===== src/rtl/count_dec_pkg.sv =====
// count_dec_pkg: shared state/class enums and step constants for count_step_decoder
package count_dec_pkg;
    typedef enum logic [1:0] {SYNC, TRACK, FAULT} state_t;
    typedef enum logic [1:0] {CLS_UP, CLS_DOWN, CLS_HOLD, CLS_JUMP} cls_t;
    localparam int DELTA_UP = 1;
    localparam int DELTA_DOWN = -1;
endpackage


===== src/rtl/count_delta_classify.sv =====
// count_delta_classify: classifies count_i - prev_i (mod 2^WIDTH) and flags wrap
module count_delta_classify
    import count_dec_pkg::*;
#(
    parameter int WIDTH = 8
) (
    input  logic [WIDTH-1:0] prev_i,
    input  logic [WIDTH-1:0] count_i,
    output cls_t             cls_o,
    output logic             wrap_o
);
    logic [WIDTH-1:0] delta;
    always_comb begin
        delta = count_i - prev_i;
        cls_o = (delta == WIDTH'(DELTA_UP))   ? CLS_UP :
                (delta == WIDTH'(DELTA_DOWN)) ? CLS_DOWN :
                (delta == '0)                 ? CLS_HOLD : CLS_JUMP;
        wrap_o = (cls_o == CLS_UP && &prev_i) || (cls_o == CLS_DOWN && prev_i == '0);
    end
endmodule


===== src/rtl/count_step_decoder.sv =====
// count_step_decoder: decodes observed counter changes into step/hold/jump pulses with run length and sticky fault
// Defining COUNT_DEC_STATS_EN adds err_total, a saturating jump_err count cleared only by rst.
module count_step_decoder
    import count_dec_pkg::*;
#(
    parameter int WIDTH       = 8,
    parameter int RUN_W       = 8,
    parameter int FAULT_LIMIT = 3
) (
    input  logic             clk,
    input  logic             rst,
    input  logic [WIDTH-1:0] count_in,
    input  logic             sample,
    input  logic             resync,
    output logic             step_up,
    output logic             step_down,
    output logic             hold,
    output logic             wrap,
    output logic             jump_err,
    output logic             dir_out,
    output logic [RUN_W-1:0] run_len,
    output logic             fault
`ifdef COUNT_DEC_STATS_EN
    ,
    output logic [7:0]       err_total
`endif
);
    state_t           state_q, state_d;
    logic [WIDTH-1:0] prev_q, prev_d;
    logic [RUN_W-1:0] run_q, run_d, run_sat;
    logic [3:0]       jcnt_q, jcnt_d, jcnt_inc;
    logic             dir_q, dir_d, fault_q, fault_d;
    logic             up_q, up_d, dn_q, dn_d, hold_q, hold_d, wrap_q, wrap_d, jump_q, jump_d;
    cls_t             cls;
    logic             wrap_c;

    count_delta_classify #(.WIDTH(WIDTH)) u_cls (
        .prev_i  (prev_q),
        .count_i (count_in),
        .cls_o   (cls),
        .wrap_o  (wrap_c)
    );

    assign run_sat  = &run_q ? run_q : run_q + RUN_W'(1);
    assign jcnt_inc = jcnt_q + 4'd1;

    always_comb begin
        state_d = state_q;
        prev_d  = prev_q;
        run_d   = run_q;
        jcnt_d  = jcnt_q;
        dir_d   = dir_q;
        fault_d = fault_q;
        up_d    = 1'b0;
        dn_d    = 1'b0;
        hold_d  = 1'b0;
        wrap_d  = 1'b0;
        jump_d  = 1'b0;
        if (resync) begin
            state_d = SYNC;
            fault_d = 1'b0;
            jcnt_d  = '0;
            run_d   = '0;
        end else if (sample) begin
            case (state_q)
                SYNC: begin
                    prev_d  = count_in;
                    run_d   = '0;
                    state_d = TRACK;
                end
                TRACK: begin
                    prev_d  = count_in;
                    up_d    = cls == CLS_UP;
                    dn_d    = cls == CLS_DOWN;
                    hold_d  = cls == CLS_HOLD;
                    jump_d  = cls == CLS_JUMP;
                    wrap_d  = wrap_c;
                    jcnt_d  = jump_d ? jcnt_inc : '0;
                    if (up_d || dn_d) begin
                        dir_d = up_d;
                        run_d = (up_d == dir_q) ? run_sat : RUN_W'(1);
                    end
                    if (jump_d) run_d = '0;
                    fault_d = jump_d && jcnt_inc == 4'(FAULT_LIMIT);
                    state_d = fault_d ? FAULT : TRACK;
                end
                default: ;
            endcase
        end
    end

    always_ff @(posedge clk) begin
        if (rst) begin
            state_q <= SYNC;
            prev_q  <= '0;
            run_q   <= '0;
            jcnt_q  <= '0;
            dir_q   <= 1'b1;
            fault_q <= 1'b0;
            up_q    <= 1'b0;
            dn_q    <= 1'b0;
            hold_q  <= 1'b0;
            wrap_q  <= 1'b0;
            jump_q  <= 1'b0;
        end else begin
            state_q <= state_d;
            prev_q  <= prev_d;
            run_q   <= run_d;
            jcnt_q  <= jcnt_d;
            dir_q   <= dir_d;
            fault_q <= fault_d;
            up_q    <= up_d;
            dn_q    <= dn_d;
            hold_q  <= hold_d;
            wrap_q  <= wrap_d;
            jump_q  <= jump_d;
        end
    end

`ifdef COUNT_DEC_STATS_EN
    logic [7:0] err_q;
    always_ff @(posedge clk) begin
        if (rst) err_q <= '0;
        else if (jump_d && ~&err_q) err_q <= err_q + 8'd1;
    end
    assign err_total = err_q;
`endif

    assign step_up   = up_q;
    assign step_down = dn_q;
    assign hold      = hold_q;
    assign wrap      = wrap_q;
    assign jump_err  = jump_q;
    assign dir_out   = dir_q;
    assign run_len   = run_q;
    assign fault     = fault_q;
endmodule


===== config.mk =====
export PLATFORM = sky130hd
export DESIGN_NAME = count_step_decoder
export DESIGN_NICKNAME = d
export VERILOG_FILES = /design/src/rtl/count_dec_pkg.sv /design/src/rtl/count_delta_classify.sv /design/src/rtl/count_step_decoder.sv
export SDC_FILE = /design/constraint.sdc
export NUM_CORES = 1
export LEC_CHECK = 0
export CAP_MARGIN = 20
export CORE_MARGIN = 3
export CORE_UTILIZATION = 40
export DETAILED_ROUTE_END_ITERATION = 12
export HOLD_SLACK_MARGIN = 0.06
export PLACE_DENSITY_LB_ADDON = 0.3
export SYNTH_ARGS = -nofsm -noshare
export SYNTH_HDL_FRONTEND = slang
export SYNTH_SLANG_ARGS = --single-unit

===== constraint.sdc =====
create_clock -name clk -period 4.1 [get_ports clk]
set_input_delay 0.615 -clock clk [delete_from_list [all_inputs] [get_ports clk]]
set_output_delay 0.615 -clock clk [all_outputs]
set_load 0.01 [all_outputs]

==> results.md <==
* Status: complete, no violations
* Setup violators final at 0
* Main synth FF type: dfxtp_1
* Arr. time, crit path at 3.85 ns
* Startpoint Class: input port
* Crit path required time at 4.32 ns
* CTS tree: yes
* Synthesized net count at 248
* Critical path type: input port to register
* PortBufs at 26
* Worst skew pair latency at 0.29 ns
* Vias per inst at 5.248
* Fin crit share at 88.60%
* Number of synthesized flops with an enable pin at 0
* Internal power at 513.6 uW
* CTS buffer count at 5
* Hold crit path type: register to register
* Mean Syn Cell Area at 7.887 um^2
* Initial antenna violation count at 0
* Placed Instance Area at 2076 um^2
* Worst setup EP type: register
* H-tree Lvls at 2
* Syn Inst Count at 224
* Layout cell share with drive strength beyond 1 at 7.905%
* Fmax at 0.2753 GHz
* Reg2reg end: run_len[1]
* Power Dens Cells at 319.7 nW/um^2
* Worst Reg-to-Reg Cells at 13
* Total track usage at 15.14%
* Rows at 23
* Worst Path Max Fanout at 11
* Fillers at 424
* Die ar. at 5250 um^2
* Ranking of synthesized cells by area: dfxtp_1 33%, ha_1 7.8%, a21oi_1 6.5%
* Number of global-route vias before repair at 1371
* Peak supply drop at 132.4 uV
* Synth Warn # at 0
* Die span in y at 72.46 um
* Slew HR at 52.43%
* GPL Wtd Cong at 0.8177
* Root buf cell: clkbuf_8
* Max-slew violation count at 0
* # DRC at 0
* Initial Util at 42.63%
* Post-synthesis sequential area ratio at 32.86%
* N_diodes at 0
* Post-CTS resize count at 0
* Final TNS setup at 0 ns
* #FFs+latches synth at 29
* Synth Cell Area at 1767 um^2
* Worst-path clk slew at 0.07 ns
* HPWL after detailed placement at 2.729 mm
* Synth async-reset ratio at 0%
* Final ANT Viol Nets at 0
* WL/cell at 12.29 um
* Worst Hold Path Cells at 2
* Seq pwr share at 41.5%
* Hold buffer count at cts at 0
* Area Growth Syn to Fin at 24.01%
* Leakage at 0.0007979 uW
* Final WL at 3.723 mm
* Reg-to-reg slack, setup at 0.87 ns
* HP Start: run_len[7]
* Skew final at 0.009462 ns
* Final hold vios at 0
* Power share of the combinational group at 15.2%
* Width of the die at 72.46 um
* Tmin final at 3.633 ns
* Worst-Margin Slew at 0.7109 ns
* Largest net degree at the start of global routing at 17
* 1st-iter DRT viols at 77
* Clock power frac at 43.3%
* Post-layout net count at 276
* Max-Cap Viols at 0
* Grt ovf at 0
* FF-to-FF Start: prev_q[0]
* Psw at 186.8 uW
* Post-CTS setup buffer count at 0
* RSZ-0062 raised after global routing: false
* Core area at 4144 um^2
* Detailed Routing Iterations Pass 1 at 4
* Net Sw Frac at 26.67%
* CTS max path bufs at 2
* Num Clock Sinks at 29
* Boundary Pins at 27
* First-pass GRT wire length at 6.306 mm
* Top cell type by total area after synthesis: dfxtp_1
* Hold Path End: run_len[7]
* Most common cell after layout, fill and taps aside: nor2_1
* Top-area cell type share of the netlist area at 32.86%
* Final non-filler cell area at 2191 um^2
* Leading cell types in the layout, fill and taps excluded: 30 x nor2_1, 29 x dfxtp_1, 26 x clkdlybuf4s50_1
* Synth unique cells at 47
* Via count at 1590
worst max-delay path, cell delays in order:
cell             delay (ns)
clkdlybuf4s50_1        0.42
inv_1                  0.09
ha_1                   0.14
inv_1                  0.04
fa_1                   0.41
a211oi_2               0.25
nor2_1                 0.09
xnor2_1                0.14
nor4_1                 0.40
and3_1                 0.31
mux2i_1                0.21
a2bb2oi_1              0.08
buf_4                  0.17
or3b_1                 0.35
a21oi_1                0.14
metal layers:
metal / wire, um / global-route usage (%) / share of wire [%]
met1: 1967 / 22.08 / 53
met5: 0 / 0 / 0
met3: 161 / 3.740 / 4.3
met2: 1528 / 21.13 / 41
met4: 65 / 6.148 / 1.7
power by group through the flow:
stage | clock network [uW] | logic [uW] | registers, uW
floorplan | 0 | 77.1 | 296
global placement | 0 | 105 | 297
detailed placement | 0 | 106 | 297
CTS | 310 | 107 | 290
global route | 321 | 119 | 291
finish | 303 | 107 | 291
Yosys cell counts, types with 2 or more instances:
cell type and count:
nor4_1 3, buf_2 2, nand2b_1 3, nor2b_1 4, dfxtp_1 29, nor3b_1 2, nand3_1 6, inv_1 16
o21a_1 2, or2_2 3, nand2_1 15, nand3b_1 2, nor2_1 30, a21oi_1 23, o2bb2ai_1 6, ha_1 11
a31oi_1 2, xor2_1 4, xnor2_1 4, o21ai_0 6, nor3_1 15, and3_1 2, mux2i_1 3, nand4_1 4
clkbuf_1 5
final cells by class:
type / count / area (um^2) / share of cell area (%)
inverters: 16 / 60.06 / 2.741
clock inverters: 3 / 46.29 / 2.113
multi-input cells: 171 / 1090 / 49.74
clock buffers: 5 / 68.82 / 3.141
flip-flops and latches: 29 / 580.6 / 26.50
repair buffers: 29 / 282.8 / 12.91
well taps: 50 / 62.56 / 2.856
how the worst max path moves through the flow:
| stage | start | cells after the start | endpoint |
|---|---|---|---|
| final | count_in[0] | 15 | run_len[1] |
| after global routing | count_in[0] | 15 | run_len[1] |
| after CTS | count_in[0] | 15 | run_len[1] |
| after detailed placement | count_in[0] | 15 | run_len[1] |
| after global placement | count_in[0] | 15 | run_len[1] |
| after floorplan | count_in[0] | 14 | run_len[1] |
through the flow:
| step | cells | hold slack, ns | total power (uW) | utilization [%] | worst slack [ns] |
|---|---|---|---|---|---|
| floorplan | 224 | 0.4781 | 372.9 | - | 0.8133 |
| global placement | 295 | 0.4843 | 401.7 | 50.09 | 0.2884 |
| detailed placement | 295 | 0.4949 | 402.5 | 50.09 | 0.1582 |
| CTS | 303 | 0.5048 | 707.4 | 52.87 | 0.4631 |
| global route | 303 | 0.5346 | 731.5 | 52.87 | 0.1493 |
| finish | 303 | 0.5038 | 700.5 | 52.87 | 0.4674 |
registers in the layout, indices dropped and copies added (netlist names):
name / flops
wrap: 1
prev_q: 8
step_down: 1
fault: 1
jcnt_q: 4
state_q: 2
dir_out: 1
hold: 1
step_up: 1
run_len: 8
jump_err: 1
cell families (layout without fill, tap and decap cells):
kind of cell             count (synthesis)  in the layout  synth area share [%]
AND/OR/NAND/NOR                         98             98                 28.54
flip-flops                              29             29                 32.86
buffers and inverters                   24             53                 5.454
adder cells (fa/ha/maj)                 12             12                 8.923
multiplexers                             3              3                 1.700
XOR/XNOR                                 8              8                 3.966
AO/OA/AOI/OAI                           50             50                 18.55
No activity file was read; power rests on OpenSTA's default activity.
